## src/rtl/hazard_pkg.sv

```systemverilog
// Shared forwarding select codes and pipeline slot record for the hazard unit and the EX stage.
package hazard_pkg;

    localparam logic [2:0] FWD_IDEX  = 3'b001;
    localparam logic [2:0] FWD_EXMEM = 3'b010;
    localparam logic [2:0] FWD_MEMWB = 3'b100;

    // Slot register addresses are held at this width; narrower REG_AW values are zero-extended.
    localparam int unsigned MAX_REG_AW = 8;

    typedef logic [MAX_REG_AW-1:0] reg_addr_t;

    typedef struct packed {
        logic      valid;
        reg_addr_t dest;
        logic      reg_write;
        logic      mem_read;
    } slot_t;

    // allow_load = 0 excludes loads, whose data is not yet available while they sit in EX.
    function automatic logic writer_hit(input slot_t s, input reg_addr_t src, input logic allow_load);
        return s.valid && s.reg_write && (s.dest == src) && (src != '0) && (allow_load || !s.mem_read);
    endfunction

endpackage

```

## src/rtl/hazard_forward_unit_fwd_select.sv

```systemverilog
// Priority comparator choosing the operand source for one ID register operand.
module fwd_select
    import hazard_pkg::*;
(
    input  reg_addr_t  src,
    input  logic       uses,
    input  slot_t      ex_slot,
    input  slot_t      mem_slot,
    output logic [2:0] code
);

    always_comb begin
        code = FWD_IDEX;
        if (uses) begin
            if (writer_hit(ex_slot, src, 1'b0)) begin
                code = FWD_EXMEM;
            end else if (writer_hit(mem_slot, src, 1'b1)) begin
                code = FWD_MEMWB;
            end
        end
    end

endmodule

```

## src/rtl/hazard_forward_unit.sv

```systemverilog
// Tracks in-flight destinations, registers EX operand forwarding codes and raises load-use stalls.
module hazard_forward_unit
    import hazard_pkg::*;
#(
    parameter int REG_AW = 5,
    parameter int CNT_W  = 16
) (
    input  logic              clk,
    input  logic              rst,
    input  logic              id_valid,
    input  logic [REG_AW-1:0] id_rs,
    input  logic [REG_AW-1:0] id_rt,
    input  logic              id_uses_rs,
    input  logic              id_uses_rt,
    input  logic [REG_AW-1:0] id_dest,
    input  logic              id_reg_write,
    input  logic              id_mem_read,
    input  logic              flush,
    output logic [2:0]        fwdA,
    output logic [2:0]        fwdB,
    output logic              stall,
    output logic [CNT_W-1:0]  stall_count
);

    reg_addr_t        rs_x;
    reg_addr_t        rt_x;
    slot_t            ex_d, ex_q;
    slot_t            mem_d, mem_q;
    logic [2:0]       sel_a, sel_b;
    logic [2:0]       fwd_a_d, fwd_a_q;
    logic [2:0]       fwd_b_d, fwd_b_q;
    logic [CNT_W-1:0] stall_count_d, stall_count_q;

    assign rs_x = reg_addr_t'(id_rs);
    assign rt_x = reg_addr_t'(id_rt);

    fwd_select u_sel_rs (
        .src      (rs_x),
        .uses     (id_uses_rs),
        .ex_slot  (ex_q),
        .mem_slot (mem_q),
        .code     (sel_a)
    );

    fwd_select u_sel_rt (
        .src      (rt_x),
        .uses     (id_uses_rt),
        .ex_slot  (ex_q),
        .mem_slot (mem_q),
        .code     (sel_b)
    );

    always_comb begin
        stall = id_valid && !flush && ex_q.mem_read &&
                ((id_uses_rs && writer_hit(ex_q, rs_x, 1'b1)) ||
                 (id_uses_rt && writer_hit(ex_q, rt_x, 1'b1)));
    end

    // No WB shadow is kept: the register file writes first, so a WB producer never forwards.
    always_comb begin
        mem_d = ex_q;
        ex_d  = '0;
        if (!flush && !stall) begin
            ex_d.valid     = id_valid;
            ex_d.dest      = reg_addr_t'(id_dest);
            ex_d.reg_write = id_reg_write;
            ex_d.mem_read  = id_mem_read;
        end
        fwd_a_d = ex_d.valid ? sel_a : FWD_IDEX;
        fwd_b_d = ex_d.valid ? sel_b : FWD_IDEX;
        stall_count_d = stall_count_q;
        if (stall && (stall_count_q != '1)) begin
            stall_count_d = stall_count_q + 1'b1;
        end
    end

    always_ff @(posedge clk) begin
        if (rst) begin
            ex_q          <= '0;
            mem_q         <= '0;
            fwd_a_q       <= FWD_IDEX;
            fwd_b_q       <= FWD_IDEX;
            stall_count_q <= '0;
        end else begin
            ex_q          <= ex_d;
            mem_q         <= mem_d;
            fwd_a_q       <= fwd_a_d;
            fwd_b_q       <= fwd_b_d;
            stall_count_q <= stall_count_d;
        end
    end

    assign fwdA        = fwd_a_q;
    assign fwdB        = fwd_b_q;
    assign stall_count = stall_count_q;

endmodule

```

## config.mk

```make
export PLATFORM = sky130hd
export DESIGN_NAME = hazard_forward_unit
export DESIGN_NICKNAME = d
export VERILOG_FILES = /design/src/rtl/hazard_pkg.sv /design/src/rtl/hazard_forward_unit_fwd_select.sv /design/src/rtl/hazard_forward_unit.sv
export SDC_FILE = /design/constraint.sdc
export NUM_CORES = 1
export LEC_CHECK = 0
export ABC_CLOCK_PERIOD_IN_PS = 2730
export CORE_MARGIN = 8
export CORE_UTILIZATION = 35
export DETAILED_ROUTE_END_ITERATION = 10
export PLACE_DENSITY = 0.67
export SYNTH_ARGS = -nofsm -noshare
export SYNTH_HDL_FRONTEND = slang
export SYNTH_SLANG_ARGS = --single-unit
export TNS_END_PERCENT = 100
```

## constraint.sdc

```tcl
create_clock -name clk -period 2.73 [get_ports clk]
set_clock_uncertainty 0.2 [all_clocks]
set_input_delay 0.4095 -clock clk [delete_from_list [all_inputs] [get_ports clk]]
set_output_delay 0.4095 -clock clk [all_outputs]
set_load 0.02 [all_outputs]
```

==> impl_metrics.py <==
metrics = {
    "timing": {
        "finalCritPeriodShare_pct": 96.3,
        "worst_pin_slew_ps": 447,
        "fmax_mhz": 380,
        "setup_viol": 0,
        "slew_headroom_pct": 69.9,
        "finalSetupTns_ps": 0,
        "hold_violations": 0,
        "timing.hold.ws_ps": 295,
        "rsz0062_at_grt": "no",
        "slew_violations": 0,
        "finalCriticalPeriod_ps": 2630,
    },
    "die": {
        "initial_utilization_pct": 36.5,
        "core.rowCount": 25,
        "die_width_um": 86.7,
        "core_um2": 4790,
        "io_pins": 46,
        "dieArea_um2": 7520,
        "die_h_um": 86.7,
    },
    "placement": {
        "placed_cell_area_um2": 2400,
        "gp_congestion": 0.844,
        "dp_hpwl_mm": 3.39,
        "numPortBuffers": 45,
    },
    "power": {
        "p_sw_share_pct": 22.5,
        "pwr-share-comb_pct": 10.8,
        "p_seq_share_pct": 52.6,
        "pwr-share-clk_pct": 36.6,
        "p_sw_mw": 0.237,
        "internal_power_mw": 0.816,
        "leakage_nw": 0.797,
        "power-per-cell-area_nw_per_um2": 424,
        "ir_drop_uv": 200,
    },
    "routing": {
        "via_count": 1688,
        "drt_iter0_drc": 80,
        "drc": 0,
        "drt_wl_total_mm": 4.62,
        "routed_via_density": 5.19,
        "ant_nets": 0,
        "wire_per_inst_um": 14.2,
        "dr.pass1.iters": 4,
    },
    "worst_setup_path": {
        "worstSetupPathType": "input pin to primary output",
        "critPathSlowestCell": "or4_4",
        "end_kind": "primary output",
        "required_ps": 2120,
        "slowest_delay_ps": 540,
        "crit_fanout": 3,
        "cp.arrival_ps": 2020,
        "crit_chain": "clkdlybuf4s50_1, or4_4, o211ai_2, o32a_1, nor2_1, buf_2",
        "cp-start-kind": "input pin",
    },
    "synthesis": {
        "yosys-top-cells-count": "dfxtp_1 (37), xnor2_1 (18), a21oi_1 (16), or4_1 (13)",
        "ys_ff_latch": 37,
        "yosysMostFrequentCell": "dfxtp_1",
        "async_flop_share_pct": 0,
        "synth_area_leaders": "dfxtp_1 (42%), xnor2_1 (9.0%), or4_1 (5.6%)",
        "netlist_area_um2": 1750,
        "avgSynthCellArea_um2": 9.06,
        "synth_edf_count": 0,
        "yosysTopAreaCellShare_pct": 42.3,
        "synth_fp_nets": 217,
        "yosysSeqAreaShare_pct": 42.3,
        "ys_types": 33,
        "synth_warnings": 0,
        "yosysTopAreaCell": "dfxtp_1",
        "yosys_most_used_dff": "dfxtp_1",
        "synthCells": 193,
    },
    "clock_tree": {
        "cts_root_buf": "clkbuf_8",
        "cts_tree": "built",
        "post-cts-setup-buffer-count": 0,
        "cts_made_buffers": 5,
        "clock_path_buffers": 2,
        "cts_sinks": 37,
        "cts_max_level": 2,
        "clk_pin_slew_ps": 70,
        "clk_latency_ps": 280,
    },
    "global_routing": {
        "grt_pass1_wl_mm": 7.61,
        "grtUsageMet1_pct": 15.0,
        "first_global_vias": 1675,
        "grt_use_met2_pct": 20.6,
        "grt_max_degree": 32,
        "grt-ovfl-total": 0,
        "grt_usage_pct": 12.5,
        "use_met3_pct": 3.21,
        "antenna_found_initial": 0,
        "grt_busiest_layer": "met2",
    },
    "finish": {
        "antenna_cells": 0,
        "final_cell_area_um2": 2480,
        "fillers": 459,
        "fin_nets": 282,
        "syn_to_final_growth_pct": 42.0,
        "final_layout_size_suffix_gt1_share_pct": 13.2,
    },
    "status": {
        "status": "completed",
    },
    "job": {
        "maxCapViolations": 0,
    },
    "hold_path": {
        "hold_path.class": "flop to flop",
    },
}
## layer usage
layer / wire (µm) / share of wire (%)
met2: 2150 / 47
met4: 76 / 1.6
met3: 178 / 3.9
met1: 2210 / 48
met5: 0 / 0
## critical path, delay by kind of cell
kind                   cells  cell delay [ps]
and+or+nand+nor            2              600
buffers and inverters      2              600
AOI/OAI and AO/OA          2              400
## flip-flops by register name, summed over array words and instances, names as in the netlist
signal	cells
mem_q	7
fwdA	3
fwdB	3
stall_count	16
ex_q	8
## per-stage QoR
| step | std cells | util, % | setup WS (ps) | total power, mW |
|---|---|---|---|---|
| floorplan | 193 | - | 361 | 0.609 |
| global placement | 318 | 50.1 | -325 | 0.677 |
| detailed placement | 318 | 50.1 | -334 | 0.679 |
| CTS | 325 | 51.9 | 77.7 | 1.06 |
| global route | 325 | 51.9 | 42.4 | 1.09 |
| finish | 325 | 51.9 | 100 | 1.05 |
## kinds of logic after synthesis
| family | after synthesis | share of synthesized area [%] |
|---|---|---|
| AOI/OAI and AO/OA | 39 | 14.8 |
| and+or+nand+nor | 86 | 29.0 |
| adders and majority gates | 1 | 0.715 |
| DFF | 37 | 42.3 |
| xor gates and xnor gates | 20 | 10.0 |
| buffers and inverters | 10 | 3.08 |
## power groups by stage
stage          sequential [mW]  clock [mW]  combinational (mW)
2_1_floorplan            0.564           0              0.0444
4_1_cts                  0.554       0.393               0.114
3_3_place_gp             0.567           0               0.111
6_report                 0.555       0.385               0.114
3_5_place_dp             0.567           0               0.113
5_1_grt                  0.555       0.414               0.122
## cell type report
cell class / instances / area (µm²) / share of cell area, %
Multi-Input combinational cell: 146 / 958 / 38.6
Sequential cell: 37 / 741 / 29.8
Timing Repair Buffer: 67 / 611 / 24.6
Clock buffer: 7 / 86.3 / 3.48
Tap cell: 67 / 83.8 / 3.38
Inverter: 1 / 3.75 / 0.151
## final timing paths
kind / endpoint / cells after the start / slack (ps) / startpoint
max: stall / 6 / 100 / id_rt[2]
min: stall_count[10] / 2 / 290 / stall_count[10]
max reg2reg: stall_count[4] / 5 / 370 / stall_count[8]
min reg2reg: stall_count[10] / 2 / 290 / stall_count[10]
## layout by cell type (no fill, tap or decap), drive strengths merged
cell           count
o32a               1
nor3               2
dfxtp             37
a211oi             1
and4               2
or2                1
inv                1
or3                5
xor2               2
a21oi             16
nand2              9
o211ai             2
o21ai              6
nor2              10
nor2b              7
nor4               2
nand4             11
xnor2             18
and2               8
o32ai              1
and3               1
buf               23
and4bb             1
nand3b             2
nor4bb             1
o31ai             10
clkbuf             7
ha                 1
o2111ai            2
nand3             11
or4               13
clkdlybuf4s50     44
## what timing repair did
action                     4_1_cts  5_1_grt
hold buffers                     0        0
setup endpoints to repair        1        0
resized for setup                5        0
(Power assumes the default switching activity.)
